<file path="src/rtl/jedro_1_defines.sv">
// Shared constants for the jedro_1 decode/ALU boundary: widths, ALU select
// encodings, RV32I opcodes and the decoder stall FSM state type.
package jedro_1_defines;

  localparam int DATA_WIDTH     = 32;
  localparam int REG_ADDR_WIDTH = 5;
  localparam int ALU_OP_WIDTH   = 4;

  // ALU select is {funct7[5], funct3}
  localparam logic [ALU_OP_WIDTH-1:0] ALU_OP_ADD  = 4'b0000;
  localparam logic [ALU_OP_WIDTH-1:0] ALU_OP_SUB  = 4'b1000;
  localparam logic [ALU_OP_WIDTH-1:0] ALU_OP_SLL  = 4'b0001;
  localparam logic [ALU_OP_WIDTH-1:0] ALU_OP_SLT  = 4'b0010;
  localparam logic [ALU_OP_WIDTH-1:0] ALU_OP_SLTU = 4'b0011;
  localparam logic [ALU_OP_WIDTH-1:0] ALU_OP_XOR  = 4'b0100;
  localparam logic [ALU_OP_WIDTH-1:0] ALU_OP_SRL  = 4'b0101;
  localparam logic [ALU_OP_WIDTH-1:0] ALU_OP_SRA  = 4'b1101;
  localparam logic [ALU_OP_WIDTH-1:0] ALU_OP_OR   = 4'b0110;
  localparam logic [ALU_OP_WIDTH-1:0] ALU_OP_AND  = 4'b0111;

  localparam logic [6:0] OPCODE_OP     = 7'b0110011;
  localparam logic [6:0] OPCODE_OP_IMM = 7'b0010011;
  localparam logic [6:0] OPCODE_LUI    = 7'b0110111;

  localparam logic [6:0] FUNCT7_ZERO = 7'b0000000;
  localparam logic [6:0] FUNCT7_ALT  = 7'b0100000;

  typedef enum logic {
    ST_RUN   = 1'b0,
    ST_STALL = 1'b1
  } dec_state_e;

endpackage

</file>
<file path="src/rtl/jedro_1_instr_fields.sv">
// Combinational field extraction, immediate generation and legality check
// for the OP, OP-IMM and LUI instruction classes.
module jedro_1_instr_fields
  import jedro_1_defines::*;
(
  input  logic [31:0]               instr_i,
  output logic [REG_ADDR_WIDTH-1:0] rs1_o,
  output logic [REG_ADDR_WIDTH-1:0] rs2_o,
  output logic [REG_ADDR_WIDTH-1:0] rd_o,
  output logic [ALU_OP_WIDTH-1:0]   alu_sel_o,
  output logic [DATA_WIDTH-1:0]     imm_o,
  output logic                      legal_o,
  output logic                      uses_rs1_o,
  output logic                      uses_rs2_o
);

  logic [6:0] opcode;
  logic [2:0] funct3;
  logic [6:0] funct7;

  assign opcode = instr_i[6:0];
  assign funct3 = instr_i[14:12];
  assign funct7 = instr_i[31:25];
  assign rd_o   = instr_i[11:7];
  assign rs1_o  = instr_i[19:15];
  assign rs2_o  = instr_i[24:20];

  always_comb begin
    alu_sel_o  = ALU_OP_ADD;
    imm_o      = '0;
    legal_o    = 1'b0;
    uses_rs1_o = 1'b0;
    uses_rs2_o = 1'b0;
    case (opcode)
      OPCODE_OP: begin
        uses_rs1_o = 1'b1;
        uses_rs2_o = 1'b1;
        alu_sel_o  = {funct7[5], funct3};
        legal_o    = (funct7 == FUNCT7_ZERO) ||
                     ((funct7 == FUNCT7_ALT) && ((funct3 == 3'b000) || (funct3 == 3'b101)));
      end
      OPCODE_OP_IMM: begin
        uses_rs1_o = 1'b1;
        imm_o      = {{20{instr_i[31]}}, instr_i[31:20]};
        alu_sel_o  = {1'b0, funct3};
        legal_o    = 1'b1;
        // Shift immediates carry only the 5-bit shamt; funct7 is an opcode extension there.
        if (funct3 == 3'b001) begin
          imm_o   = {27'd0, instr_i[24:20]};
          legal_o = (funct7 == FUNCT7_ZERO);
        end else if (funct3 == 3'b101) begin
          imm_o     = {27'd0, instr_i[24:20]};
          alu_sel_o = {funct7[5], funct3};
          legal_o   = (funct7 == FUNCT7_ZERO) || (funct7 == FUNCT7_ALT);
        end
      end
      OPCODE_LUI: begin
        imm_o   = {instr_i[31:12], 12'd0};
        legal_o = 1'b1;
      end
      default: ;
    endcase
    // An illegal instruction reads nothing, so it can never stall.
    if (!legal_o) begin
      uses_rs1_o = 1'b0;
      uses_rs2_o = 1'b0;
    end
  end

endmodule

</file>
<file path="src/rtl/jedro_1_alu_decoder.sv">
// Decode/issue stage in front of the ALU with RAW stall FSM.
// Define JEDRO_1_FORWARDING_EN to add the alu_res_i forwarding path.
module jedro_1_alu_decoder
  import jedro_1_defines::*;
(
  input  logic                      clk_i,
  input  logic                      rst_i,
  input  logic [31:0]               instr_i,
  input  logic                      instr_valid_i,
  output logic                      instr_ready_o,
  output logic [REG_ADDR_WIDTH-1:0] rf_addr_a_o,
  output logic [REG_ADDR_WIDTH-1:0] rf_addr_b_o,
  input  logic [DATA_WIDTH-1:0]     rf_data_a_i,
  input  logic [DATA_WIDTH-1:0]     rf_data_b_i,
  input  logic [DATA_WIDTH-1:0]     alu_res_i,
  input  logic [REG_ADDR_WIDTH-1:0] alu_dest_addr_i,
  input  logic                      alu_wb_i,
  output logic [ALU_OP_WIDTH-1:0]   alu_sel_o,
  output logic [DATA_WIDTH-1:0]     alu_op_a_o,
  output logic [DATA_WIDTH-1:0]     alu_op_b_o,
  output logic [REG_ADDR_WIDTH-1:0] alu_dest_addr_o,
  output logic                      alu_wb_o,
  output logic                      illegal_instr_o
);

  logic [REG_ADDR_WIDTH-1:0] rs1, rs2, rd;
  logic [ALU_OP_WIDTH-1:0]   dec_sel;
  logic [DATA_WIDTH-1:0]     dec_imm;
  logic                      dec_legal, uses_rs1, uses_rs2;

  dec_state_e                state_q, state_d;
  logic [1:0]                stall_cnt_q, stall_cnt_d;
  logic [ALU_OP_WIDTH-1:0]   alu_sel_q, alu_sel_d;
  logic [DATA_WIDTH-1:0]     alu_op_a_q, alu_op_a_d;
  logic [DATA_WIDTH-1:0]     alu_op_b_q, alu_op_b_d;
  logic [REG_ADDR_WIDTH-1:0] alu_dest_addr_q, alu_dest_addr_d;
  logic                      alu_wb_q, alu_wb_d;
  logic                      illegal_q, illegal_d;

  jedro_1_instr_fields u_fields (
    .instr_i    (instr_i),
    .rs1_o      (rs1),
    .rs2_o      (rs2),
    .rd_o       (rd),
    .alu_sel_o  (dec_sel),
    .imm_o      (dec_imm),
    .legal_o    (dec_legal),
    .uses_rs1_o (uses_rs1),
    .uses_rs2_o (uses_rs2)
  );

  assign rf_addr_a_o = rs1;
  assign rf_addr_b_o = rs2;

  logic rs1_live, rs2_live, hit_out;
  logic [1:0] stall_need;
  logic [DATA_WIDTH-1:0] src_a, src_b;

  // x0 sources are never live: they read zero and cannot create a hazard.
  assign rs1_live = uses_rs1 && (rs1 != '0);
  assign rs2_live = uses_rs2 && (rs2 != '0);
  assign hit_out  = alu_wb_q && ((rs1_live && (rs1 == alu_dest_addr_q)) ||
                                 (rs2_live && (rs2 == alu_dest_addr_q)));

`ifdef JEDRO_1_FORWARDING_EN
  logic fwd_a, fwd_b;
  assign fwd_a      = alu_wb_i && rs1_live && (rs1 == alu_dest_addr_i);
  assign fwd_b      = alu_wb_i && rs2_live && (rs2 == alu_dest_addr_i);
  assign stall_need = hit_out ? 2'd1 : 2'd0;
  assign src_a      = !rs1_live ? '0 : (fwd_a ? alu_res_i : rf_data_a_i);
  assign src_b      = !rs2_live ? '0 : (fwd_b ? alu_res_i : rf_data_b_i);
`else
  logic hit_res;
  logic unused_alu_res;
  assign hit_res    = alu_wb_i && ((rs1_live && (rs1 == alu_dest_addr_i)) ||
                                   (rs2_live && (rs2 == alu_dest_addr_i)));
  // Without forwarding, an ALU-stage result lands in the RF one edge later.
  assign stall_need = hit_out ? 2'd2 : (hit_res ? 2'd1 : 2'd0);
  assign src_a      = rs1_live ? rf_data_a_i : '0;
  assign src_b      = rs2_live ? rf_data_b_i : '0;
  assign unused_alu_res = ^alu_res_i;
`endif

  logic hazard, xfer;
  assign hazard = instr_valid_i && (stall_need != 2'd0);

  always_comb begin
    state_d       = state_q;
    stall_cnt_d   = stall_cnt_q;
    instr_ready_o = 1'b0;
    case (state_q)
      ST_RUN: begin
        if (hazard) begin
          // The detection cycle itself is the first bubble.
          if (stall_need > 2'd1) begin
            state_d     = ST_STALL;
            stall_cnt_d = stall_need - 2'd1;
          end
        end else begin
          instr_ready_o = 1'b1;
        end
      end
      ST_STALL: begin
        stall_cnt_d = stall_cnt_q - 2'd1;
        if (stall_cnt_q <= 2'd1) begin
          state_d     = ST_RUN;
          stall_cnt_d = 2'd0;
        end
      end
      default: begin
        state_d     = ST_RUN;
        stall_cnt_d = 2'd0;
      end
    endcase
  end

  assign xfer = instr_valid_i && instr_ready_o;

  always_comb begin
    alu_sel_d       = ALU_OP_ADD;
    alu_op_a_d      = '0;
    alu_op_b_d      = '0;
    alu_dest_addr_d = '0;
    alu_wb_d        = 1'b0;
    illegal_d       = 1'b0;
    if (xfer) begin
      if (dec_legal) begin
        alu_sel_d       = dec_sel;
        alu_op_a_d      = src_a;
        alu_op_b_d      = uses_rs2 ? src_b : dec_imm;
        alu_dest_addr_d = rd;
        alu_wb_d        = (rd != '0);
      end else begin
        illegal_d = 1'b1;
      end
    end
  end

  always_ff @(posedge clk_i) begin
    if (rst_i) begin
      state_q         <= ST_RUN;
      stall_cnt_q     <= 2'd0;
      alu_sel_q       <= ALU_OP_ADD;
      alu_op_a_q      <= '0;
      alu_op_b_q      <= '0;
      alu_dest_addr_q <= '0;
      alu_wb_q        <= 1'b0;
      illegal_q       <= 1'b0;
    end else begin
      state_q         <= state_d;
      stall_cnt_q     <= stall_cnt_d;
      alu_sel_q       <= alu_sel_d;
      alu_op_a_q      <= alu_op_a_d;
      alu_op_b_q      <= alu_op_b_d;
      alu_dest_addr_q <= alu_dest_addr_d;
      alu_wb_q        <= alu_wb_d;
      illegal_q       <= illegal_d;
    end
  end

  assign alu_sel_o       = alu_sel_q;
  assign alu_op_a_o      = alu_op_a_q;
  assign alu_op_b_o      = alu_op_b_q;
  assign alu_dest_addr_o = alu_dest_addr_q;
  assign alu_wb_o        = alu_wb_q;
  assign illegal_instr_o = illegal_q;

endmodule

</file>
<file path="config.mk">
export PLATFORM = sky130hd
export DESIGN_NAME = jedro_1_alu_decoder
export DESIGN_NICKNAME = d
export VERILOG_FILES = /design/src/rtl/jedro_1_defines.sv /design/src/rtl/jedro_1_instr_fields.sv /design/src/rtl/jedro_1_alu_decoder.sv
export SDC_FILE = /design/constraint.sdc
export NUM_CORES = 1
export LEC_CHECK = 0
export ABC_AREA = 1
export CAP_MARGIN = 20
export CELL_PAD_IN_SITES_DETAIL_PLACEMENT = 1
export CELL_PAD_IN_SITES_GLOBAL_PLACEMENT = 1
export CORE_UTILIZATION = 24
export DETAILED_ROUTE_END_ITERATION = 16
export PLACE_DENSITY_LB_ADDON = 0.15
export REMOVE_ABC_BUFFERS = 1
export SYNTH_ARGS = -nofsm -noshare
export SYNTH_HDL_FRONTEND = slang
export SYNTH_SLANG_ARGS = --single-unit
</file>
<file path="constraint.sdc">
create_clock -name clk_i -period 1.8 [get_ports clk_i]
set_input_delay 0.18 -clock clk_i [delete_from_list [all_inputs] [get_ports clk_i]]
set_output_delay 0.18 -clock clk_i [all_outputs]
set_load 0.03 [all_outputs]
</file>
-- Yosys cells after proc, flatten, opt, wreduce, memory -nomap -nowiden
Cells that the tools add are included.
- register bits: 78
- bits of input ports: 137
- output and inout port bits: 86
- logic and storage cells: 83
- add/subtract/negate cells: 2
- $lt $le $gt $ge: 2
- equality and inequality tests: 12
- multiplexer cells: 28
- bitwise gates (word level): 4
- reduce and logical (&&, ||, !) cells: 27
- operators by type and width (kind ; number):
    2-to-1 mux 32 bit ; 4
    case mux 32 bit (2 select lines) ; 1
    equality test 7 x 6 -> 1 bit (second input constant) ; 3
    equality test 5 bit ; 4
    nonzero test 5 bit ; 3
    2-to-1 mux 1 bit ; 13
    logical AND 1 bit ; 11
    2-to-1 mux 2 bit ; 4
    2-to-1 mux 4 bit ; 2
    case mux 4 bit (2 select lines) ; 1
    equality test 7 x 5 -> 1 bit (second input constant) ; 1
    zero test 7 bit ; 1
    logical OR 1 bit ; 5
    != test 2 bit (second input constant) ; 2
    NOT 1 bit ; 4
    case mux 2 bit (2 select lines) ; 1
    OR reduction 2 bit ; 2
    OR reduction 4 bit ; 1
    subtractor 2 x 1 -> 2 bit (second input constant) ; 2
    equality test 3 x 1 -> 1 bit (second input constant) ; 1
    equality test 3 bit (second input constant) ; 1
    zero test 3 bit ; 1
    case mux 1 bit (3 select lines) ; 1
    OR reduction 3 bit ; 1
    other kinds (5) ; 5

-- Logic depth before layout (Yosys ltp)
- depth in word-level cells: 19
- gate-level depth with buffers: 17
- gate-level depth less buffers: 16

-- Cells and area by module
A second synthesis with hierarchy kept.
- cells, all modules: 546
- area total of the unflattened synthesis: 3838.7 um2
- by module, submodules not included (module ; times used ; cells an instance ; area an instance (um2)):
    jedro_1_alu_decoder ; 1 ; 426 ; 3181.8
    jedro_1_instr_fields ; 1 ; 120 ; 656.9

-- Least setup slack after synthesis
OpenSTA, ideal clock, no wires.
- kind: reg2out
- from: register alu_dest_addr_q[0] (netlist: alu_dest_addr_o[0])
- to: output instr_ready_o
- arrival: 1805 ps
- data required time: 1620 ps
- setup slack: -185 ps
- cell stages (with the launch flop): 9
- cell sequence: dfxtp_1 > inv_1 > o2111ai_1 > nor2_1 > nand3_1 > nand2_1 > nand2_2 > nand2_2 > o21ai_0
- longest elaborated chain between the ends: 9
- elaborated cells between the ends (all ways): 11
- those cells by class: 2 x eq/ne; 3 x mux; 6 x reduce/logical
- RTL lines (item ; line ; RTL):
    start, declared ; jedro_1_alu_decoder.sv:36 ; logic [REG_ADDR_WIDTH-1:0] alu_dest_addr_q, alu_dest_addr_d;
    start signal, assigned ; jedro_1_alu_decoder.sv:155 ; alu_dest_addr_q <= alu_dest_addr_d;
    equality test 5 bit, on equally long branches ; jedro_1_alu_decoder.sv:62, jedro_1_alu_decoder.sv:63 ;
    logical AND 1 bit, on equally long branches ; jedro_1_alu_decoder.sv:62, jedro_1_alu_decoder.sv:63 ;
    logical OR 1 bit (*) ; jedro_1_alu_decoder.sv:62 ; assign hit_out = alu_wb_q && ((rs1_live && (rs1 == alu_dest_addr_q)) ||
    logical AND 1 bit (*) ; jedro_1_alu_decoder.sv:62 ;
    2-to-1 mux 2 bit (*) ; jedro_1_alu_decoder.sv:78 ; assign stall_need = hit_out ? 2'd2 : (hit_res ? 2'd1 : 2'd0);
    nonzero test 2 bit (*) ; jedro_1_alu_decoder.sv:85 ; assign hazard = instr_valid_i && (stall_need != 2'd0);
    logical AND 1 bit (*) ; jedro_1_alu_decoder.sv:85 ;
    2-to-1 mux 1 bit (*) ; jedro_1_alu_decoder.sv:93 ; if (hazard) begin
    2-to-1 mux 1 bit (*) ; jedro_1_alu_decoder.sv:91 ; case (state_q)
    end, declared ; jedro_1_alu_decoder.sv:10 ; output logic instr_ready_o,
Every way passes the cells marked *; elsewhere a longest branch is shown, timed or not.

-- Worst setup path in the final report
- from: register alu_dest_addr_q[1] (netlist: alu_dest_addr_o[1])
- to: output instr_ready_o
The elaborated chain is that of the path after synthesis.

==> results.cfg <==
[synth]
synthTopCellsByArea = dfxtp_1 46%, inv_1 11%, nor2_1 7.8%, nand3_1 7.5%, nand2_1 4.6%
synth_cell_type_count = 30
synth_cells = 462
synth.most_common_cell = inv_1
ys_warn_count = 0
synth_top_area_share_pct = 45.7
seq_area_frac_synth_pct = 45.7
ys_ff_latch = 78
synth_area_leader_cell = dfxtp_1
async_flop_share_pct = 0
synth_commonest_cells = 100 x inv_1, 78 x dfxtp_1, 71 x nor2_1
synth_edf_count = 0
avgSynthCellArea_um2 = 7.39
syn_area_mm2 = 0.00341
ys.flop_type = dfxtp_1

[setup_path]
crit_path_start = alu_dest_addr_o[1]
worstSetupEndpointType = output port
arrival_ns = 1.64
cp.required_ns = 1.62
crit_path_frequent_cell = nand2_2
cpPeakStageDelay_ns = 0.38
worstSetupStartpointType = flop
path_buf_inv = 1
r2r_cells = 12
path_class = reg -> out
crit_path_max_fanout = 4
path_depth = 9
slowest_stage = dfxtp_4
crit_chain = xnor2_2, nand3_1, nor3_2, nand3_2, nand2_2, nand2_2, nand2_4, o21ai_4, buf_12
cp_top_family = simple AND/OR/NAND/NOR gates
timing.rr.start = alu_dest_addr_o[1]

[layout]
fin_cells = 885
n_fill_cell = 1689
n_antenna_cell = 0
nets = 837
syn_to_final_growth_pct = 92.0
drive_gt1_share_pct = 25.4

[power]
p_clk_share_pct = 45.0
power.density_mw_per_mm2 = 619
p_sw_uw = 959
netSwitchingFraction_pct = 23.6
peakVddDrop_v = 0.000404
p_comb_share_pct = 12.5
cellInternalPower_uw = 3100
total_leakage_power_uw = 0.00272
pwr-share-seq_pct = 42.5

[die]
core_area_mm2 = 0.0139
dieWidth_um = 121
start_util_pct = 24.6
core.rowCount = 43
io_pins = 223
dieArea_mm2 = 0.0147
die_h_um = 121

[global_route]
grt_pass1_wl_um = 19500
grt_antenna_before_repair = 0
gr-total-overflow = 0
grtUsageTotal_pct = 17.4
grt_pass1_vias = 3962
grt_max_degree = 33

[placement]
placed_cells = 855
gp_congestion = 0.785
place_hpwl_um = 9660
port_buffers = 190

[routing]
dr.first_iter.drc_count = 92
via_count = 3776
drc_errors = 0
first_pass_iters = 4
via_per_inst = 4.27
ant_nets = 0
wl_per_cell_um = 14.8
drt_wl_total_um = 13100

[clock_network]
cts_hold_buf = 0
cts_num_sinks = 78
clk_latency_ns = 0.34
cts-root-buf = clkbuf_16
path_clk_slew_ns = 0.06
htreeDepth = 3
cts_buffers = 9
cts_tree = done
clk_path_buf_depth = 2

[sta]
fin_tns_setup_ns = -0.0195
skew_ns = 0.00683
maxSlewViolCount = 0
period_needed_ns = 1.82
fin_crit_sh_pct = 101
hold_viol = 0
slew_headroom_pct = 75.0
setup_viol = 1
setup_ws_ns = -0.0195
fmax_mhz = 550
rsz0062_at_grt = true
worstMarginPinSlew_ns = 0.375

[min_path]
hold_path_depth = 3
hp-class = in -> reg
min_from = instr_i[12]

[status]
failed_checks = negative setup slack
status = complete, but fails checks

[job]
maxCapViolations = 0
-- sequential cells by signal (all words and copies together) (netlist names) --
signal / flops
alu_dest_addr_o: 5
alu_sel_o: 4
alu_op_a_o: 32
state_q: 1
alu_wb_o: 1
alu_op_b_o: 32
stall_cnt_q: 2
illegal_instr_o: 1
-- worst register-to-register path: cells and delay by family (launching register included) --
family	cells	cell delay, ns
AND/OR/NAND/NOR	7	0.74
AO/OA/AOI/OAI	1	0.11
flip-flops	1	0.38
XOR/XNOR	1	0.11
buffers and inverters	3	0.38
-- through the flow --
stage	hold WS [ns]	cell area (µm²)	setup WS, ns	power (µW)	utilization [%]
after global placement	0.457	5820	-0.446	2250	41.9
after detailed placement	0.486	5820	-0.512	2260	41.9
final	0.0926	6560	-0.0195	4060	47.2
after global routing	0.0922	6560	-0.127	4230	47.2
after floorplan	0.249	3240	-0.616	1860	-
after CTS	0.221	6270	-0.0219	4110	45.2
-- timing repair --
item                       in CTS  in global routing
setup endpoints to repair      72                 72
cloned                          0                  2
resized for setup              67                 66
pin swaps                      25                 22
setup buffers                   8                  5
-- kinds of logic after synthesis --
logic type	after synthesis	share of synthesized area, %
AO/OA/AOI/OAI	39	7.40
XOR/XNOR	9	2.31
AND/OR/NAND/NOR	207	28.2
buffers and inverters	129	16.4
flip-flops	78	45.7
-- cells in the final DEF (no fill, tap or decap), types with 2 or more instances in the layout --
cell type        count
nand4_1              5
nor2_1              46
nand3_2              3
xor2_1               3
o211ai_1            17
nand3_1             47
o22ai_2              2
clkinv_4             2
dfxtp_1             73
dfxtp_4              3
inv_2                5
clkdlybuf4s15_1      6
nand2_1             30
buf_4               55
clkbuf_16           11
nor3_2               3
nor3_1               2
dlygate4sd2_1       20
dfxtp_2              2
dlymetal6s2s_1       2
xnor2_1              5
nand3_4              4
nand2_2             12
buf_12               7
clkbuf_2             3
clkdlybuf4s50_1    156
nor2_4              13
nand2_4              5
o21ai_0             12
clkinvlp_4           2
nor2_2              35
inv_1               97
buf_6                2
-- final timing paths --
path	endpoint	slack (ns)
worst max-delay path	instr_ready_o	-0.02
worst min-delay path	alu_sel_o[0]	0.09
worst max register to register	stall_cnt_q[0]	0.01
worst min register to register	stall_cnt_q[1]	0.49
-- power by group through the flow --
stage          Combinational, µW  Sequential, µW  Clock (µW)
2_1_floorplan               90.8            1770           0
3_3_place_gp                 480            1770           0
3_5_place_dp                 489            1770           0
4_1_cts                      488            1730        1890
5_1_grt                      545            1720        1960
6_report                     508            1720        1830
-- routing by layer --
| metal | track usage, % | share of wire [%] | up-vias |
|---|---|---|---|
| met5 | 0 | 0 | - |
| met4 | 5.17 | 1.4 | 0 |
| met3 | 3.57 | 4.1 | 14 |
| met2 | 33.3 | 56 | 89 |
| met1 | 19.0 | 39 | 1795 |
| li1 | - | - | 1878 |
-- area by class of cell --
cell class              count  area [µm²]  area share, %
well taps                 180         225           3.44
multi-input cells         255        1600           24.5
repair buffers            253        2460           37.6
flip-flops and latches     78        1580           24.0
inverters                 103         389           5.94
clock inverters             6        71.3           1.09
clock buffers              10         229           3.49
Note: power is estimated with default switching activity, not from simulation.
